**config.mk**
```make
export PLATFORM = sky130hd
export DESIGN_NAME = seg7_scan_driver_flat
export DESIGN_NICKNAME = d
export VERILOG_FILES = /design/src/rtl/seg7_scan_driver_if.sv /design/src/rtl/seg7_scan_driver.sv /design/src/flat_wrapper.sv
export SDC_FILE = /design/constraint.sdc
export NUM_CORES = 1
export LEC_CHECK = 0
export BUFFER_PORTS_ARGS = -buffer_cell sky130_fd_sc_hd__buf_4
export CORE_MARGIN = 8
export CORE_UTILIZATION = 45
export DETAILED_ROUTE_END_ITERATION = 6
export PLACE_DENSITY_LB_ADDON = 0.3
export SLEW_MARGIN = 0
export SYNTH_ARGS = -nofsm -noshare
export SYNTH_HDL_FRONTEND = slang
export SYNTH_SLANG_ARGS = --single-unit
```
**constraint.sdc**
```tcl
create_clock -name clk -period 5 [get_ports clk]
set_input_delay 1.25 -clock clk [delete_from_list [all_inputs] [get_ports clk]]
set_output_delay 1.25 -clock clk [all_outputs]
set_load 0.005 [all_outputs]
```
**src/rtl/seg7_scan_driver_if.sv**
```systemverilog
// ---------------------------------------------------------------------------
// seg7_scan_driver_if
//   Bundles the BCD input strobe and the multiplexed display outputs of
//   seg7_scan_driver.
//
//   bcd         [11:0]  packed BCD word: [11:8] hundreds, [7:4] tens, [3:0] units
//   bcd_valid           one-cycle strobe; bcd is sampled when high
//   seg         [6:0]   segment bus {a,b,c,d,e,f,g}, a = MSB
//   dig         [2:0]   one-hot digit enable, bit0 = units
//   frame_start         one-cycle pulse when the units slot begins
//   bcd_err             sticky flag, a displayed nibble was above 9
//
//   master: the producer of BCD words and consumer of the display pins.
//   slave : the scan driver itself.
// ---------------------------------------------------------------------------
interface seg7_scan_driver_if;
  logic [11:0] bcd;
  logic        bcd_valid;
  logic [6:0]  seg;
  logic [2:0]  dig;
  logic        frame_start;
  logic        bcd_err;

  modport master (
    output bcd, bcd_valid,
    input  seg, dig, frame_start, bcd_err
  );

  modport slave (
    input  bcd, bcd_valid,
    output seg, dig, frame_start, bcd_err
  );
endinterface

```
**src/rtl/seg7_scan_driver.sv**
```systemverilog
// ---------------------------------------------------------------------------
// seg7_scan_driver
//   Drives a 3-digit multiplexed 7-segment display from a packed BCD word.
//   A prescaler divides clk into digit slots of REFRESH_DIV cycles; a scan
//   index walks units -> tens -> hundreds. New BCD words are parked in a
//   pending register and copied into the displayed value only at a frame
//   boundary, so a frame never mixes digits of two different words.
//   Each slot starts with GUARD cycles of all digit enables off so the old
//   segment pattern cannot ghost onto the next digit.
//
//   Ports:
//     clk      system clock
//     rst      synchronous active-high reset
//     io_disp  seg7_scan_driver_if.slave (bcd, bcd_valid in;
//              seg, dig, frame_start, bcd_err out)
//
//   Outputs are registered from the post-tick (next-state) values so the
//   segment bus, digit enable and frame pulse all switch on the same edge
//   as the scan state. Nothing is lit until the first tick after reset.
// ---------------------------------------------------------------------------
module seg7_scan_driver #(
  parameter int REFRESH_DIV    = 50000,
  parameter int GUARD          = 2,
  parameter bit BLANK_LZ       = 1'b1,
  parameter bit SEG_ACTIVE_LOW = 1'b0,
  parameter bit DIG_ACTIVE_LOW = 1'b0
) (
  input logic              clk,
  input logic              rst,
  seg7_scan_driver_if.slave io_disp
);

  localparam int            PW         = (REFRESH_DIV > 1) ? $clog2(REFRESH_DIV) : 1;
  localparam logic [PW-1:0] PRESC_LAST = PW'(REFRESH_DIV - 1);
  localparam logic [PW-1:0] GUARD_W    = PW'(GUARD);
  localparam logic [6:0]    SEG_INV    = {7{SEG_ACTIVE_LOW}};
  localparam logic [2:0]    DIG_INV    = {3{DIG_ACTIVE_LOW}};

  // Active-high glyphs; invalid nibbles render as all segments off.
  function automatic logic [6:0] glyph(input logic [3:0] n);
    case (n)
      4'd0:    glyph = 7'b1111110;
      4'd1:    glyph = 7'b0110000;
      4'd2:    glyph = 7'b1101101;
      4'd3:    glyph = 7'b1111001;
      4'd4:    glyph = 7'b0110011;
      4'd5:    glyph = 7'b1011011;
      4'd6:    glyph = 7'b1011111;
      4'd7:    glyph = 7'b1110000;
      4'd8:    glyph = 7'b1111111;
      4'd9:    glyph = 7'b1111011;
      default: glyph = 7'b0000000;
    endcase
  endfunction

  // Scan state
  logic [PW-1:0] r_presc;
  logic [1:0]    r_idx;
  logic [11:0]   r_pending;
  logic [11:0]   r_display;
  logic          r_live;      // set by the first tick; keeps the display dark until then

  // Registered outputs (already in pin polarity)
  logic [6:0]    r_seg;
  logic [2:0]    r_dig;
  logic          r_frame_start;
  logic          r_bcd_err;

  // Next-state and output-decode wires
  logic          w_tick;
  logic          w_boundary;
  logic [PW-1:0] w_presc_nx;
  logic [1:0]    w_idx_nx;
  logic [11:0]   w_display_nx;
  logic          w_live_nx;
  logic [3:0]    w_nib;
  logic [2:0]    w_dig_hot;
  logic          w_blank;
  logic          w_nib_bad;
  logic [6:0]    w_seg_ah;
  logic [2:0]    w_dig_ah;

  always_comb begin
    // NOTE: every signal gets a default before any branch so no path can
    // leave it unassigned, which would otherwise infer a latch.
    w_tick       = (r_presc == PRESC_LAST);
    w_boundary   = w_tick && (r_idx == 2'd2);
    w_presc_nx   = w_tick ? '0 : r_presc + 1'b1;
    w_idx_nx     = r_idx;
    w_display_nx = r_display;
    w_live_nx    = r_live | w_tick;
    w_nib        = 4'd0;
    w_dig_hot    = 3'b000;
    w_blank      = 1'b1;

    // Index 3 is unreachable, but it falls back to 0 on the next tick.
    if (w_tick)
      w_idx_nx = (r_idx >= 2'd2) ? 2'd0 : r_idx + 2'd1;

    // A strobe on the boundary cycle itself wins over the pending word.
    if (w_boundary)
      w_display_nx = io_disp.bcd_valid ? io_disp.bcd : r_pending;

    case (w_idx_nx)
      2'd0: begin
        w_nib     = w_display_nx[3:0];
        w_dig_hot = 3'b001;
        w_blank   = 1'b0;
      end
      2'd1: begin
        w_nib     = w_display_nx[7:4];
        w_dig_hot = 3'b010;
        w_blank   = BLANK_LZ && (w_display_nx[11:4] == 8'd0);
      end
      2'd2: begin
        w_nib     = w_display_nx[11:8];
        w_dig_hot = 3'b100;
        w_blank   = BLANK_LZ && (w_display_nx[11:8] == 4'd0);
      end
      default: begin
        w_nib     = 4'd0;
        w_dig_hot = 3'b000;
        w_blank   = 1'b1;
      end
    endcase

    w_nib_bad = (w_nib > 4'd9);
    w_seg_ah  = (!w_live_nx || w_blank || w_nib_bad) ? 7'b0000000 : glyph(w_nib);
    // Guard: the new pattern is already on seg while all digits stay off.
    w_dig_ah  = (!w_live_nx || (w_presc_nx < GUARD_W)) ? 3'b000 : w_dig_hot;
  end

  always_ff @(posedge clk) begin
    // NOTE: state and outputs use non-blocking assignments so every register
    // samples the pre-edge values, independent of statement order.
    if (rst) begin
      // NOTE: the pending and displayed words are reset too, because the
      // display must read 0 immediately after reset.
      r_presc       <= '0;
      r_idx         <= 2'd0;
      r_pending     <= 12'd0;
      r_display     <= 12'd0;
      r_live        <= 1'b0;
      r_seg         <= SEG_INV;
      r_dig         <= DIG_INV;
      r_frame_start <= 1'b0;
      r_bcd_err     <= 1'b0;
    end else begin
      r_presc   <= w_presc_nx;
      r_idx     <= w_idx_nx;
      r_display <= w_display_nx;
      r_live    <= w_live_nx;
      if (io_disp.bcd_valid)
        r_pending <= io_disp.bcd;

      r_seg         <= w_seg_ah ^ SEG_INV;
      r_dig         <= w_dig_ah ^ DIG_INV;
      r_frame_start <= w_tick && (w_idx_nx == 2'd0);
      if (w_live_nx && w_nib_bad)
        r_bcd_err <= 1'b1;
    end
  end

  assign io_disp.seg         = r_seg;
  assign io_disp.dig         = r_dig;
  assign io_disp.frame_start = r_frame_start;
  assign io_disp.bcd_err     = r_bcd_err;

endmodule

```
**src/flat_wrapper.sv**
```systemverilog
// flat-port wrapper written by rule: the top's interface ports become plain ports
module seg7_scan_driver_flat 
#(
  parameter int REFRESH_DIV    = 50000,
  parameter int GUARD          = 2,
  parameter bit BLANK_LZ       = 1'b1,
  parameter bit SEG_ACTIVE_LOW = 1'b0,
  parameter bit DIG_ACTIVE_LOW = 1'b0
)
  (clk, rst, io_disp_bcd, io_disp_bcd_valid, io_disp_seg, io_disp_dig, io_disp_frame_start, io_disp_bcd_err);
  seg7_scan_driver_if io_disp_i ();
  input logic clk;
  input logic rst;
  input wire logic [$bits(io_disp_i.bcd)-1:0] io_disp_bcd;
  input wire logic [$bits(io_disp_i.bcd_valid)-1:0] io_disp_bcd_valid;
  output wire logic [$bits(io_disp_i.seg)-1:0] io_disp_seg;
  output wire logic [$bits(io_disp_i.dig)-1:0] io_disp_dig;
  output wire logic [$bits(io_disp_i.frame_start)-1:0] io_disp_frame_start;
  output wire logic [$bits(io_disp_i.bcd_err)-1:0] io_disp_bcd_err;
  assign io_disp_i.bcd = io_disp_bcd;
  assign io_disp_i.bcd_valid = io_disp_bcd_valid;
  assign io_disp_seg = io_disp_i.seg;
  assign io_disp_dig = io_disp_i.dig;
  assign io_disp_frame_start = io_disp_i.frame_start;
  assign io_disp_bcd_err = io_disp_i.bcd_err;
  seg7_scan_driver #(.REFRESH_DIV(REFRESH_DIV), .GUARD(GUARD), .BLANK_LZ(BLANK_LZ), .SEG_ACTIVE_LOW(SEG_ACTIVE_LOW), .DIG_ACTIVE_LOW(DIG_ACTIVE_LOW)) u_core (.clk(clk), .rst(rst), .io_disp(io_disp_i));
endmodule
```
Yosys cells after proc, flatten, opt, wreduce, memory -nomap -nowiden

Memories as Yosys holds them, arrays and structs flattened. A register that Yosys moved wholly into a read port is not among the register bits.
Index checks and enable logic that the tools add are counted.
Widths: inputs -> output; s select.

Word-level logic and storage cells: 39
Register bits after elaboration: 48
Output and inout bits: 12
Memories kept: 1
Input port bits: 15
Memory bits (read-only): 112

Reduce and logical (&&, ||, !) cells: 12
$add $sub $neg: 2
Equality and inequality tests: 4
Multiplexer cells: 8
$lt $le $gt $ge: 3
Bitwise logic cells: 1

Memory list:

| name             | words | bits a word | read ports | clocked after Yosys merged registers in | wr ports | line                   | source |
|---|---|---|---|---|---|---|---|
| (name not given) | 16    | 7           | 1          | 1                                       | 0        | seg7_scan_driver.sv:41 | `case (n)` |

Operators by type and width:

| cell                  | count |
|---|---|
| $mux 12               | 2 |
| $add 16x1->16 const B | 1 |
| $eq 16x16->1 const B  | 1 |
| $lt 16x2->1 const B   | 1 |
| $mux 16               | 1 |
| $pmux 4 s3            | 1 |
| $pmux 3 s3            | 1 |
| $logic_not 8->1       | 1 |
| $eq 2x2->1 const B    | 2 |
| $gt 4x4->1 const B    | 1 |
| $logic_not 4->1       | 1 |
| $mux 2                | 2 |
| $reduce_or 2->1       | 2 |
| $logic_and 1x1->1     | 3 |
| $logic_or 1x1->1      | 3 |
| $pmux 1 s3            | 1 |
| $add 2x1->2 const B   | 1 |
| $eq 2x1->1 const B    | 1 |
| $ge 2x2->1 const B    | 1 |
| $logic_not 2->1       | 1 |
| $logic_not 1->1       | 1 |
| $or 1x1->1            | 1 |

Logic depth before layout (Yosys ltp)

Gate-level depths: netlist of the first run.

Word-level depth: 8
Depth in mapped cells: 13
Gate-level depth less buffers: 11

Worst setup path after synthesis of the first run

OpenSTA, ideal clock, no wires.

Kind: input to register
Start: input io_disp_bcd_valid
End: register u_core.r_seg[1], in the netlist u_core.io_disp.seg[1]
Arrival time: 3.549 ns
Stages: 11
Setup time: 0.138 ns
Required time: 4.862 ns
Path buffers: 1
Slack: 1.313 ns
Path through: buf_1 > mux2_2 > nand2_1 > mux2i_1 > o31ai_1 > inv_1 > ha_1 > nor2_1 > nor3_4 > o21bai_2 > a31oi_1

Cells in the longest elaborated chain, start to end: 7
Elaborated cells on any way between the ends: 10

Ends and longest elaborated chain:

| item                                                               | line                    | source |
|---|---|---|
| from (decl)                                                        | flat_wrapper.sv:15      | `input wire logic [$bits(io_disp_i.bcd_valid)-1:0] io_disp_bcd_valid;` |
| $mux 12 *                                                          | -                       |  |
| $mux 12 *                                                          | seg7_scan_driver.sv:101 | `if (w_boundary)` |
| parallel branches: the longest is 5 deep, another holds $gt 4x4->1 | -                       |  |
| to (decl)                                                          | seg7_scan_driver.sv:64  | `logic [6:0] r_seg;` |

Mark *: on every way between the ends.
A chain may end at the register's enable or synchronous reset.

Worst setup path in the final report of the first run

Start: register u_core.r_presc[14]
End: register u_core.r_seg[2], in the netlist u_core.io_disp.seg[2]

Cells in the longest elaborated chain, start to end: 8
Elaborated cells on any way between the ends: 17

Ends and longest elaborated chain:

| item                                                               | line                    | source |
|---|---|---|
| from (decl)                                                        | seg7_scan_driver.sv:57  | `logic [PW-1:0] r_presc;` |
| from (signal assigned)                                             | seg7_scan_driver.sv:149 | `r_presc <= w_presc_nx;` |
| $eq 16x16->1 *                                                     | seg7_scan_driver.sv:86  | `w_tick = (r_presc == PRESC_LAST);` |
| parallel branches: the longest is 7 deep, another holds $gt 4x4->1 | -                       |  |

Marked as above.

==> flow_summary.ini, run 1 <==
[grt]
overflow = 0
grt_max_degree = 32
grt_pass1_wl_um = 9120
grt_pass1_vias = 1974
grt_antenna_before_repair = 0
track_usage = 0.126

[worst_hold_path]
min_path_type = flip-flop to flip-flop
min_from = u_core.r_presc[0]$_SDFF_PP0_

[clock_tree]
clock_latency_ps = 310
post_cts_buffers = 0
clk_pin_slew_ps = 90
cts_buffer_depth = 2
cts_tree = yes
cts-root-buf = clkbuf_8
cts_resized = 0
postCtsHoldBufs = 0
clock-sinks = 55
h-tree-depth = 2
cts_buffers = 5

[pwr]
ir_drop_mv = 0.214
p_leak_uw = 0.00117
p_per_area_nw_per_um2 = 258
power_uw = 788

[outcome]
outcome = finished, final reports clean

[route]
drt_iter0_markers = 137
met2_length_um = 2270
vias_per_cell = 5.35
wl_um = 5260
ant_nets = 0
drt-met1-wl_um = 2610
top_layer = met4
drc = 0
vias = 2115
firstDrtPassIters = 4
wl_met3_um = 281
wire_per_inst_um = 13.3

[synthesis]
synth_cell_types = 52
synth_edf_count = 0
postSynthCellCount = 299
synth_fp_nets = 322
avgSynthCellArea_um2 = 9.04
yosysWarnings = 0
yosysSeqAreaShare = 0.407
yosys.area.top_type = dfxtp_1
yosys_most_used_dff = dfxtp_1
synthTopCellsByArea = dfxtp_1 41%, nor2_1 6.9%, mux2i_1 6.3%, mux2_2 3.8%, ha_1 3.7%
syn-cell-area_um2 = 2700
synth_seq_cells = 55
synth_top_area_frac = 0.407
synthArstFlopShare = 0

[setup_path]
crit_arrival_ps = 3820
worstSetupEndpointType = flip-flop
cp.required_ps = 5190
rr_startpoint = u_core.r_presc[14]$_SDFF_PP0_
setup.worst_path.start = u_core.r_presc[14]$_SDFF_PP0_
cp_max_fo = 16
start_kind = flip-flop
crit_type = flip-flop to flip-flop

[sta]
tightest_slew_ps = 926
skew_ps = 6.14
min_period_over_period = 0.725
fmax_ghz = 0.276
setup_viol = 0
slew_viol_final = 0
hold_viol_final = 0
hold_ws_ps = 466
grt_setup_unrepaired = false
slew-limit-headroom = 0.377
period_needed_ps = 3630
tns_ps = 0

[place]
port_buffers = 26
dp_hpwl_um = 3870
place_congestion = 0.841

[finish]
nets = 342
fillCellCount = 554
multi_input_area_um2 = 1510
seqCellArea_um2 = 1100
diodes = 0
drive_above_1_share = 0.169
fin_util = 0.522
area_delta_synth_final_pct = 13.0

[floorplan]
die_area_um2 = 8740
start_util = 0.462
die_w_um = 93.5
core-area_um2 = 5850
die_y_um = 93.5
ios = 27
core.rowCount = 28

[flow_run]
cap_violations = 0
## logic make-up (layout without fill, tap and decap cells)
group | Yosys count | count (layout) | synth area share
simple gates | 127 | 127 | 0.236
flops | 55 | 55 | 0.407
compound gates | 41 | 41 | 0.111
mux | 29 | 29 | 0.117
buf+inv | 21 | 42 | 0.0324
xor+xnor | 17 | 17 | 0.0551
fa+ha+maj | 9 | 9 | 0.0407
## routing by layer
layer | track usage | vias to the layer above
met1 | 0.160 | 974
met2 | 0.197 | 42
met4 | 0.0537 | 0
met3 | 0.0329 | 7
li1 | - | 1092
met5 | 0 | -
## stage by stage
step | setup WS, ps | std cells | instance area (um2)
after global routing | 1080 | 395 | 3050
final | 1370 | 395 | 3050
after CTS | 1390 | 395 | 3050
after global placement | 1350 | 387 | 2940
after floorplan | 1310 | 299 | 2700
after detailed placement | 1290 | 387 | 2940
## registers in the layout, indices dropped and copies added, names as in the netlist
signal,count
u_core.r_presc,16
u_core.r_display,12
u_core.r_pending,12
u_core.io_disp.seg,7
u_core.io_disp.dig,3
u_core.r_idx,2
u_core.io_disp.bcd_err,1
u_core.io_disp.frame_start,1
u_core.r_live,1
## final timing paths
path / end / slack [ps] / cells after the start
hold reg to reg: u_core.r_presc[0]$_SDFF_PP0_ / 470 / 1
setup reg to reg: u_core.io_disp.seg[2]$_SDFF_PP0_ / 1370 / 10
hold / removal: u_core.r_presc[0]$_SDFF_PP0_ / 470 / 1
setup / recovery: u_core.io_disp.seg[2]$_SDFF_PP0_ / 1370 / 10
## worst max-delay path, cell delays in order (launching register included)
cell and delay, ps:
dfxtp_1 460, or4b_4 510, or4_4 650, mux2_2 320, o31ai_1 610, inv_1 200, ha_1 240, nor2_1 210
nor2_1 110, o2111ai_1 100, a21oi_1 90
## report_power, final
part / total [uW] / switching [uW] / leakage, uW / internal [uW]
Combinational: 40.1 / 19.6 / 0.000665 / 20.4
Sequential: 449 / 3.31 / 0.000446 / 445
Clock: 299 / 147 / 0.0000587 / 152
## cell type report
type | instances | area share
Clock buffer | 5 | 0.0225
Clock inverter | 3 | 0.0156
Inverter | 7 | 0.00860
Multi-Input combinational cell | 223 | 0.496
Sequential cell | 55 | 0.361
Tap cell | 75 | 0.0307
Timing Repair Buffer | 27 | 0.0664
## layout by cell type, fill, tap and decap left out, types with 6 or more instances in the layout
master     n
nand2_1   25
mux2_2     9
ha_1       8
nor2b_1    7
nor2_1    50
mux2i_1   17
xnor2_1   11
nand3_1    9
a31oi_1    6
a211oi_1   8
dfxtp_1   55
buf_4     27
a21oi_1    9
xor2_1     6
## synth_stat cells (2+ instances only)
| library cell | count |
|---|---|
| buf_1 | 2 |
| a21oi_1 | 9 |
| nand3_1 | 9 |
| a31oi_1 | 6 |
| or4bb_1 | 2 |
| nor4_1 | 5 |
| nor3_1 | 5 |
| ha_1 | 8 |
| mux2i_1 | 17 |
| dfxtp_1 | 55 |
| nor2_1 | 50 |
| clkbuf_1 | 10 |
| nand2_1 | 25 |
| clkinv_1 | 2 |
| nand2b_1 | 4 |
| a211oi_1 | 8 |
| o32a_1 | 2 |
| inv_1 | 5 |
| or4_1 | 2 |
| xor2_1 | 6 |
| mux2_2 | 9 |
| nand4_1 | 2 |
| and2_1 | 4 |
| mux2_1 | 2 |
| nor2b_1 | 7 |
| xnor2_1 | 11 |
| o211ai_1 | 4 |
| and3_1 | 4 |
No activity file was read; power rests on OpenSTA's default activity.
==> run 2: changes to the inputs <==
==> constraint.sdc (replaced) <==
create_clock -name clk -period 3.35 [get_ports clk]
set_input_delay 0.8375 -clock clk [delete_from_list [all_inputs] [get_ports clk]]
set_output_delay 0.8375 -clock clk [all_outputs]
set_load 0.005 [all_outputs]
==> run 2 against run 1 <==
  * Via count rose by 4.2%
  * Die area did not move
  * Clock-buffer cell count did not move
  * Worst hold slack improved by 1.6 ps
  * Clock skew rose by 5.4 ps
  * Setup slack got worse by 1200 ps
  * Cell count rose by 4.6%
  * Non-clock buffer count rose by 17
  * Global-route usage rose by 0.78 points
==> flow_summary.ini, run 2 (synthesis gave the netlist of run 1 again) <==
[route]
vias = 2203
drt-met1-wl_um = 2880
top_layer = met4
wl_met3_um = 291
ant_nets = 0
firstDrtPassIters = 4
drc = 0
met2_length_um = 2460
wire_per_inst_um = 13.8
vias_per_cell = 5.33
wl_um = 5690
drt_iter0_markers = 200

[sta]
setup_viol = 0
slew_viol_final = 0
period_needed_ps = 3220
min_period_over_period = 0.960
grt_setup_unrepaired = false
hold_viol_final = 0
tns_ps = 0
fmax_ghz = 0.311
skew_ps = 11.5
tightest_slew_ps = 758
slew-limit-headroom = 0.491

[grt]
grt_pass1_wl_um = 9580
grt_max_degree = 32
grt_pass1_vias = 2116
track_usage = 0.134
grt_antenna_before_repair = 0
overflow = 0

[setup_path]
crit_family = simple AND/OR/NAND/NOR gates
crit_buf_inv = 1
ff2ff_path_depth = 10
r2r_slack_ps = 130
cp.required_ps = 3600
slowest_stage = or4_4
crit_path_cell_trace = or4bb_4, or4_4, mux2_1, mux4_2, inv_2, ha_1, nor2_1, nor3_4, o21bai_2, a31oi_1
setup.worst_path.start = u_core.r_presc[6]$_SDFF_PP0_
start_kind = flip-flop
max_stage_delay_ps = 580
r2r-end = u_core.io_disp.seg[1]$_SDFF_PP0_
worstSetupEndpointType = flip-flop
rr_startpoint = u_core.r_presc[6]$_SDFF_PP0_
crit_type = flip-flop to flip-flop
crit_arrival_ps = 3470
cp_max_fo = 6

[place]
place_congestion = 0.857
dp_hpwl_um = 4190
numPlacedInstances = 401
port_buffers = 26

[clock_tree]
h-tree-depth = 2
postCtsHoldBufs = 0
cts_tree = yes
clock_latency_ps = 320
cts-root-buf = clkbuf_8
clk_pin_slew_ps = 110
cts_buffer_depth = 2
clock-sinks = 55
cts_buffers = 5

[finish]
drive_above_1_share = 0.225
layout_commonest_cell = dfxtp_1
diodes = 0
layout_common_cells = 54 x dfxtp_1, 49 x nor2_1, 44 x buf_4
stdcell_count = 413
top_register = u_core.r_presc
area_delta_synth_final_pct = 17.6
top_regs = u_core.r_presc x16, u_core.r_display x12, u_core.r_pending x12
largest_reg_flops = 16
nets = 360

[floorplan]
ios = 27
start_util = 0.462
die_y_um = 93.5
core-area_um2 = 5850
core.rowCount = 28
die_area_um2 = 8740
die_w_um = 93.5

[pwr]
p_sw_uw = 260
p_per_area_nw_per_um2 = 348
p_leak_uw = 0.00124
p_int_uw = 845
p_sw_frac = 0.235
p_seq_frac = 0.605
clkPwrFrac = 0.340
ir_drop_mv = 0.217
power_frac_comb = 0.055

[worst_hold_path]
min_from = u_core.r_presc[0]$_SDFF_PP0_
min_path_type = flip-flop to flip-flop
holdPathEnd = u_core.r_presc[0]$_SDFF_PP0_
hold_depth = 1

[outcome]
outcome = finished, final reports clean

[flow_run]
cap_violations = 0
## run 2: changes by cell type in the layout (fill, tap and decap cells not counted), sizes merged
cell / change
buf: +17
bufinv: -1
clkinv: +1
clkinvlp: +1
inv: -1
or4: +1
## run 2: how the worst max path moves through the flow
| stage | end | slack [ps] | depth (start not counted) |
|---|---|---|---|
| floorplan | u_core.io_disp.seg[1]$_SDFF_PP0_ | 80 | 11 |
| global placement | u_core.io_disp.seg[3]$_SDFF_PP0_ | 150 | 10 |
| detailed placement | u_core.io_disp.seg[1]$_SDFF_PP0_ | 60 | 10 |
| CTS | u_core.io_disp.seg[1]$_SDFF_PP0_ | 40 | 10 |
| global route | u_core.io_disp.seg[3]$_SDFF_PP0_ | 10 | 10 |
| finish | u_core.io_disp.seg[1]$_SDFF_PP0_ | 130 | 10 |
## run 2: power groups by stage
stage | Clock (uW) | Combinational (uW) | Sequential, uW
after floorplan | 0 | 39.5 | 684
after global routing | 411 | 67.2 | 671
after CTS | 387 | 60.8 | 670
after detailed placement | 0 | 60.5 | 685
final | 376 | 60.4 | 669
after global placement | 0 | 60.8 | 685
## run 2: cell type report
class / count / area, um2
inverters: 7 / 26.3
flip-flops and latches: 55 / 1100
clock buffers: 5 / 68.8
clock inverters: 3 / 25.0
repair buffers: 44 / 330
fillers: 535 / 2670
well taps: 75 / 93.8
multi-input cells: 224 / 1530
## run 2: per-stage QoR
step                setup WS [ps]  total power [uW]  cell area (um2)  hold slack (ps)  utilization
finish                        134              1100             3180              468        0.543
floorplan                    75.4               723             2700              430            -
global placement              152               745             3040              447        0.520
global route                 12.1              1150             3180              514        0.543
CTS                          37.2              1120             3140              473        0.536
detailed placement           56.6               746             3040              450        0.520
## run 2: metal layers
metal,global-route usage,vias up
met4,0.0523,0
met1,0.172,1023
met5,0,-
met2,0.210,44
li1,-,1132
met3,0.0321,4
## run 2: timing repair
action                                  CTS  global route
endpoints found under the setup margin    0             8
setup buffers                             0             3
gates resized for setup                   0             5
## run 2: worst register-to-register path: stages, from the launching register on
cell	delay (ps)
dfxtp_4	380
or4bb_4	560
or4_4	580
mux2_1	330
mux4_2	500
inv_2	100
ha_1	160
nor2_1	90
nor3_4	220
o21bai_2	100
a31oi_1	140
